===== config.mk =====
export PLATFORM = sky130hd
export DESIGN_NAME = if_stage
export DESIGN_NICKNAME = d
export VERILOG_FILES = /design/src/rtl/if_stage_pkg.sv /design/src/rtl/if_perf_cnt.sv /design/src/rtl/if_stage.sv
export SDC_FILE = /design/constraint.sdc
export NUM_CORES = 1
export LEC_CHECK = 0
export CORE_MARGIN = 4
export CORE_UTILIZATION = 30
export DETAILED_ROUTE_END_ITERATION = 10
export GPL_TIMING_DRIVEN = 1
export HOLD_SLACK_MARGIN = 0.15
export PLACE_DENSITY = 0.75
export SLEW_MARGIN = 5
export SYNTH_ARGS = -nofsm -noshare
export SYNTH_HDL_FRONTEND = slang
export SYNTH_SLANG_ARGS = --single-unit

===== constraint.sdc =====
create_clock -name clk -period 2.32 [get_ports clk]
set_input_delay 0.464 -clock clk [delete_from_list [all_inputs] [get_ports clk]]
set_output_delay 0.464 -clock clk [all_outputs]
set_load 0.05 [all_outputs]

===== src/rtl/if_stage_pkg.sv =====
// Shared definitions for the instruction fetch stage: widths, reset PC,
// fetch FSM state encoding and PC alignment helper.
package if_stage_pkg;

    localparam int XLEN = 64;
    localparam int ILEN = 32;

    localparam logic [XLEN-1:0] RESET_PC_DEFAULT = 64'h0000_0000_8000_0000;
    localparam logic [XLEN-1:0] PC_STEP          = 64'd4;

    typedef enum logic [1:0] {
        ST_REQ  = 2'd0,
        ST_WAIT = 2'd1,
        ST_HOLD = 2'd2,
        ST_DROP = 2'd3
    } fetch_state_e;

    // Redirect targets are forced onto a word boundary.
    function automatic logic [XLEN-1:0] align_pc(input logic [XLEN-1:0] pc);
        return {pc[XLEN-1:2], 2'b00};
    endfunction

endpackage


===== src/rtl/if_perf_cnt.sv =====
// Free-running 64-bit event counters for the fetch stage (fetch handoffs and
// bubble cycles). Only instantiated when IF_PERF_CNT_EN is defined.
module if_perf_cnt (
    input  logic        clk,
    input  logic        rst,
    input  logic        fetch_inc,
    input  logic        bubble_inc,
    output logic [63:0] perf_fetch,
    output logic [63:0] perf_bubble
);

    logic [1:0]       inc;
    logic [1:0][63:0] cnt_all;

    assign inc = {bubble_inc, fetch_inc};

    for (genvar gi = 0; gi < 2; gi++) begin : g_cnt
        logic [63:0] cnt_q;
        logic [63:0] cnt_d;

        always_comb begin
            cnt_d = cnt_q;
            if (inc[gi]) begin
                cnt_d = cnt_q + 64'd1;
            end
        end

        always_ff @(posedge clk or negedge rst) begin
            if (!rst) begin
                cnt_q <= '0;
            end else begin
                cnt_q <= cnt_d;
            end
        end

        assign cnt_all[gi] = cnt_q;
    end

    assign perf_fetch  = cnt_all[0];
    assign perf_bubble = cnt_all[1];

endmodule


===== src/rtl/if_stage.sv =====
// Single-outstanding-request instruction fetch stage with redirect support.
// Optional performance counters are enabled with the IF_PERF_CNT_EN macro.
module if_stage
    import if_stage_pkg::*;
#(
    parameter logic [XLEN-1:0] RESET_PC = RESET_PC_DEFAULT
) (
    input  logic            clk,
    input  logic            rst,
    output logic            inst_req,
    output logic [XLEN-1:0] inst_addr,
    input  logic            inst_ready,
    input  logic            inst_rvalid,
    input  logic [ILEN-1:0] inst_rdata,
    input  logic            redirect,
    input  logic [XLEN-1:0] redirect_pc,
    input  logic            id_ready,
    output logic            inst_valid,
    output logic [ILEN-1:0] inst_out,
    output logic [XLEN-1:0] pc_out
`ifdef IF_PERF_CNT_EN
    ,
    output logic [63:0]     perf_fetch,
    output logic [63:0]     perf_bubble
`endif
);

    fetch_state_e    state_q, state_d;
    logic [XLEN-1:0] pc_q, pc_d;
    logic [ILEN-1:0] buf_q, buf_d;
    logic            hold;

    always_ff @(posedge clk or negedge rst) begin
        if (!rst) begin
            state_q <= ST_REQ;
            pc_q    <= RESET_PC;
            buf_q   <= '0;
        end else begin
            state_q <= state_d;
            pc_q    <= pc_d;
            buf_q   <= buf_d;
        end
    end

    always_comb begin
        state_d = state_q;
        pc_d    = pc_q;
        buf_d   = buf_q;

        // Redirect always retargets the PC; the state transition below decides
        // whether an in-flight response must still be swallowed.
        if (redirect) begin
            pc_d = align_pc(redirect_pc);
        end

        unique case (state_q)
            ST_REQ: begin
                if (inst_ready) begin
                    state_d = redirect ? ST_DROP : ST_WAIT;
                end
            end
            ST_WAIT: begin
                if (redirect) begin
                    state_d = inst_rvalid ? ST_REQ : ST_DROP;
                end else if (inst_rvalid) begin
                    buf_d   = inst_rdata;
                    state_d = ST_HOLD;
                end
            end
            ST_HOLD: begin
                if (redirect) begin
                    state_d = ST_REQ;
                end else if (id_ready) begin
                    pc_d    = pc_q + PC_STEP;
                    state_d = ST_REQ;
                end
            end
            ST_DROP: begin
                if (inst_rvalid) begin
                    state_d = ST_REQ;
                end
            end
            default: state_d = ST_REQ;
        endcase
    end

    assign hold = (state_q == ST_HOLD);

    // While reset is asserted the state already reads REQ, so the request is
    // gated with rst to keep the bus quiet until release.
    assign inst_req   = rst && (state_q == ST_REQ);
    assign inst_addr  = pc_q;
    assign inst_valid = hold;
    assign inst_out   = hold ? buf_q : '0;
    assign pc_out     = hold ? pc_q : '0;

`ifdef IF_PERF_CNT_EN
    if_perf_cnt u_perf_cnt (
        .clk         (clk),
        .rst         (rst),
        .fetch_inc   (hold && id_ready && !redirect),
        .bubble_inc  (!hold),
        .perf_fetch  (perf_fetch),
        .perf_bubble (perf_bubble)
    );
`endif

endmodule


### Yosys cells after proc, flatten, opt, wreduce, memory -nomap -nowiden

Cells that the tools add are included.

* reduce and logical (&&, ||, !) cells: 4
* bitwise logic cells: 1
* add/sub/neg operators: 1
* multiplexer cells: 15
* eq/ne operators: 7

Operators with widths (number)
* two-way mux 64 bit: 5
* adder 64 x 3 -> 64 bit, second input constant: 1
* two-way mux 32 bit: 1
* two-way mux 2 bit: 8
* one-hot mux 2 bit (4 select lines): 1
* != test 3 bit, second input constant: 2
* equality test 2 bit, second input constant: 2
* != test 2 bit, second input constant: 2
* AND reduction 4 bit: 1
* AND reduction 3 bit: 1
* equality test 2 x 1 -> 1 bit, second input constant: 1
* logical NOT 2 bit: 1
* logical AND 1 bit: 1
* NOT 1 bit: 1

* word-level logic and storage cells: 31
* flip-flop bits (word level): 98
* bits of input ports: 102

### Logic depth before layout (Yosys ltp)

* depth after elaboration: 4
* depth in mapped cells: 8
* depth with buffers taken out: 6

### Worst setup path after synthesis

Ideal clock, no wire load.

* path kind: reg-to-output
* start: reg state_q[0]
* end: out pc_out[53]
* data arrival time: 2.286 ns
* cell stages (with the launch flop): 8
* path slack: -0.430 ns
* path buffers: 4
* required time: 1.856 ns
* cell sequence: dfrtp_1 -> buf_2 -> nand2b_1 -> clkbuf_1 -> inv_1 -> clkbuf_1 -> clkbuf_1 -> and2_1

* cells in the longest elaborated chain, start to end: 2

Ends and longest elaborated chain
* start, declared: line if_stage.sv:28 `fetch_state_e state_q, state_d;`
* start signal, assigned: line if_stage.sv:39 `state_q <= state_d;`
* equality test 2 bit: line if_stage.sv:87 `assign hold = (state_q == ST_HOLD);`
* via inst_valid: line if_stage.sv:18 `output logic inst_valid,`
* two-way mux 64 bit: line if_stage.sv:95 `assign pc_out = hold ? pc_q : '0;`
* end, declared: line if_stage.sv:20 `output logic [XLEN-1:0] pc_out`

The timed path passes the listed nets, and every way through them passes these cells.

### Final worst setup path

* start: in id_ready
* end: reg pc_q[44] (netlist: inst_addr[44])

* cells in the longest elaborated chain, start to end: 3

Ends and longest elaborated chain
* start, declared: line if_stage.sv:17 `input logic id_ready,`
* two-way mux 64 bit: line if_stage.sv:73 `end else if (id_ready) begin`
* two-way mux 64 bit: line if_stage.sv:71 `if (redirect) begin`
* two-way mux 64 bit: line if_stage.sv:56 `unique case (state_q)`
* via pc_d[44]: line if_stage.sv:29 `logic [XLEN-1:0] pc_q, pc_d;`
* end signal, assigned: line if_stage.sv:40 `pc_q <= pc_d;`
* end, declared: line if_stage.sv:29

The timed path passes the listed nets, and every way through them passes these cells.
A chain may end at the register's enable or synchronous reset.

==> results.yml <==
sta:
  fmax_mhz: 442.7
  rsz0062_at_grt: "true"
  min_period_over_period_pct: 97.36
  slew-limit-headroom_pct: 62.92
  period_needed_ns: 2.259
  setup_violations: 0
  worstMarginPinSlew_ns: 0.5561
  final_max_slew_viol_count: 0
  setup_tns_ns: 0
  hold_viol: 0
  fin_skew_ns: 0.006624
global_route:
  grt_max_degree: 99
  grt_pass1_vias: 5895
  grt_first_pass_wirelength_um: 32200
  grt_usage_pct: 18.65
  overflow: 0
  antenna_found_initial: 0
worst_setup_path:
  critPathArrivalTime_ns: 2.53
  cp_slowest_cell: "or4_2"
  rr_startpoint: "inst_addr[45]"
  cp_slowest_stage_delay_ns: 0.66
  worstReg2RegEnd: "inst_addr[63]"
  worst-path-buf-inv: 2
  critical_path.top_delay_family: "simple AND/OR/NAND/NOR gates"
  critPathMaxFanout: 18
  path_cells: "clkdlybuf4s50_1, nand4b_4, nor3_4, nand3_1, buf_4, or4_2, a31oi_1"
  r2r_slack_ns: 0.11
  reg2regPathDepth: 5
  worstPathRequired_ns: 2.59
  cp-end-kind: "flop"
  start_kind: "input port"
  crit_type: "in -> reg"
yosys:
  synthCells: 634
  ys_ff_latch: 98
  yosysSeqAreaShare_pct: 42.65
  synth_ff_type: "dfrtp_1"
  synth_fp_nets: 737
  yosys.cell_types.count: 51
  netlist_area_um2: 5753
  synth_top_area_share_pct: 42.19
  async_flop_share_pct: 100.0
  synth.area.top_cells: "dfrtp_1 (42%), and2_1 (9.9%), mux2_2 (6.3%)"
  syn_avg_cell_area_um2: 9.074
  ys_warn_count: 0
  synth-edff-count: 0
  synth_top_cell_by_area: "dfrtp_1"
run:
  max_cap_violations: 0
drt:
  final_antenna_net_count: 0
  wl_per_cell_um: 17.55
  routed_via_density: 5.138
  drt-total-wl_um: 20360
  vias: 5960
  firstDrtPassIters: 7
  drc: 0
  drtIter0Drc: 332
clock_tree:
  cts_sinks: 98
  clk_pin_slew_ns: 0.07
  clk_root_buffer_cell: "clkbuf_16"
  clk_latency_ns: 0.35
  numCtsBuffers: 9
  htreeDepth: 3
  cts_buffer_depth: 2
  cts_tree: "built"
  holdBufCountCts: 0
floorplanning:
  rows: 50
  initial_utilization_pct: 30.65
  core-area_um2: 18770
  dieWidth_um: 146.5
  dieArea_um2: 21460
  io_pins: 264
  chipHeight_um: 146.5
finish:
  fillers: 1646
  register_area_um2: 2470
  fin_nets: 1024
  area_growth_pct: 77.27
  antenna_cells: 0
  layout-drive-gt1-share_pct: 26.35
  instances_no_fill: 1160
  multi_input_area_um2: 3105
  final_common_cell: "clkdlybuf4s50_1"
  mostFrequentLayoutCells: "clkdlybuf4s50_1 (159), buf_12 (101), dfrtp_1 (84)"
place:
  hpwl_um: 15530
  dp_cells: 1142
  io_buffer_count: 261
  gp_congestion: 0.8028
status:
  status: "complete, no violations"
pwr:
  p_leak_nw: 4.052
  p_total_mw: 10.19
  vdd_ir_drop_max_mv: 0.4198
  power.density_nw_per_um2: 999.1
worst_hold_path:
  min_path_type: "in -> async"
-- worst max path at each step --
stage	to	cells past startpoint	start	slack [ns]
finish	inst_addr[44]	7	id_ready	0.06
global route	inst_addr[35]	8	id_ready	-0.02
CTS	inst_addr[44]	7	id_ready	0.005
detailed placement	inst_addr[44]	7	id_ready	-0.35
global placement	inst_addr[44]	7	id_ready	-0.27
floorplan	pc_out[44]	8	state_q[0]	0.008
-- layer usage --
| metal | track usage (%) | routed length [um] | up-vias |
|---|---|---|---|
| met1 | 23.10 | 8248 | 2864 |
| met3 | 4.718 | 1512 | 23 |
| met2 | 31.77 | 10180 | 233 |
| li1 | - | - | 2840 |
| met4 | 6.162 | 418 | 0 |
| met5 | 0 | 0 | - |
-- logic make-up (layout without fill, tap and decap cells) --
family / Yosys count / after routing / synth area share [%]
muxes: 34 / 34 / 6.612
xor gates and xnor gates: 28 / 28 / 4.263
adders and majority gates: 1 / 1 / 0.2175
buffers and inverters: 50 / 342 / 3.893
AOI/OAI and AO/OA: 99 / 99 / 10.46
DFF: 98 / 98 / 42.65
and+or+nand+nor: 324 / 324 / 31.91
-- synthesized netlist by cell type, types with 2 or more instances --
master	n
mux2_2	32
and4_1	5
nor2_1	51
o41ai_1	2
dfrtp_1	97
nand4_1	25
a31oi_1	33
nor4_1	5
o21ai_0	41
and3_1	9
mux2i_1	2
clkbuf_8	2
inv_1	10
and2_1	91
nand2_1	51
buf_2	2
nor3_1	8
nor2b_1	2
nor3_2	2
o31ai_1	18
xor2_1	18
nand3_1	29
clkbuf_1	30
or4_1	17
xnor2_1	10
a21oi_1	2
or3_1	14
buf_1	3
-- power by group --
part           internal [mW]  switching (mW)
Sequential              2.11           0.268
Clock                  0.761           0.631
Combinational           2.92            3.50
Total                   5.79            4.40
-- through the flow --
step	setup WS, ns	area, um2	hold WS, ns	util, %
floorplan	0.007530	5797	0.1684	-
global placement	-0.2691	9915	0.4802	52.83
detailed placement	-0.3502	9915	0.4872	52.83
CTS	0.005340	10180	0.2211	54.22
global route	-0.01963	10200	0.2523	54.34
finish	0.06122	10200	0.1913	54.34
-- state kept, by name (all words and copies together), names as in the netlist --
register,count
state_q,2
buf_q,32
inst_addr,64
-- cell type report --
type,instances,share of cell area [%]
timing repair buffer,316,39.53
multi-input combinational,486,30.45
sequential,98,24.22
tap,234,2.871
clock buffer,16,2.564
inverter,10,0.3681
-- repair_timing --
item,in CTS,in global routing
setup endpoints to repair,0,22
resized for setup,0,2
setup buffers,0,2
hold endpoints to repair,0,0
Note: power is estimated with default switching activity, not from simulation.
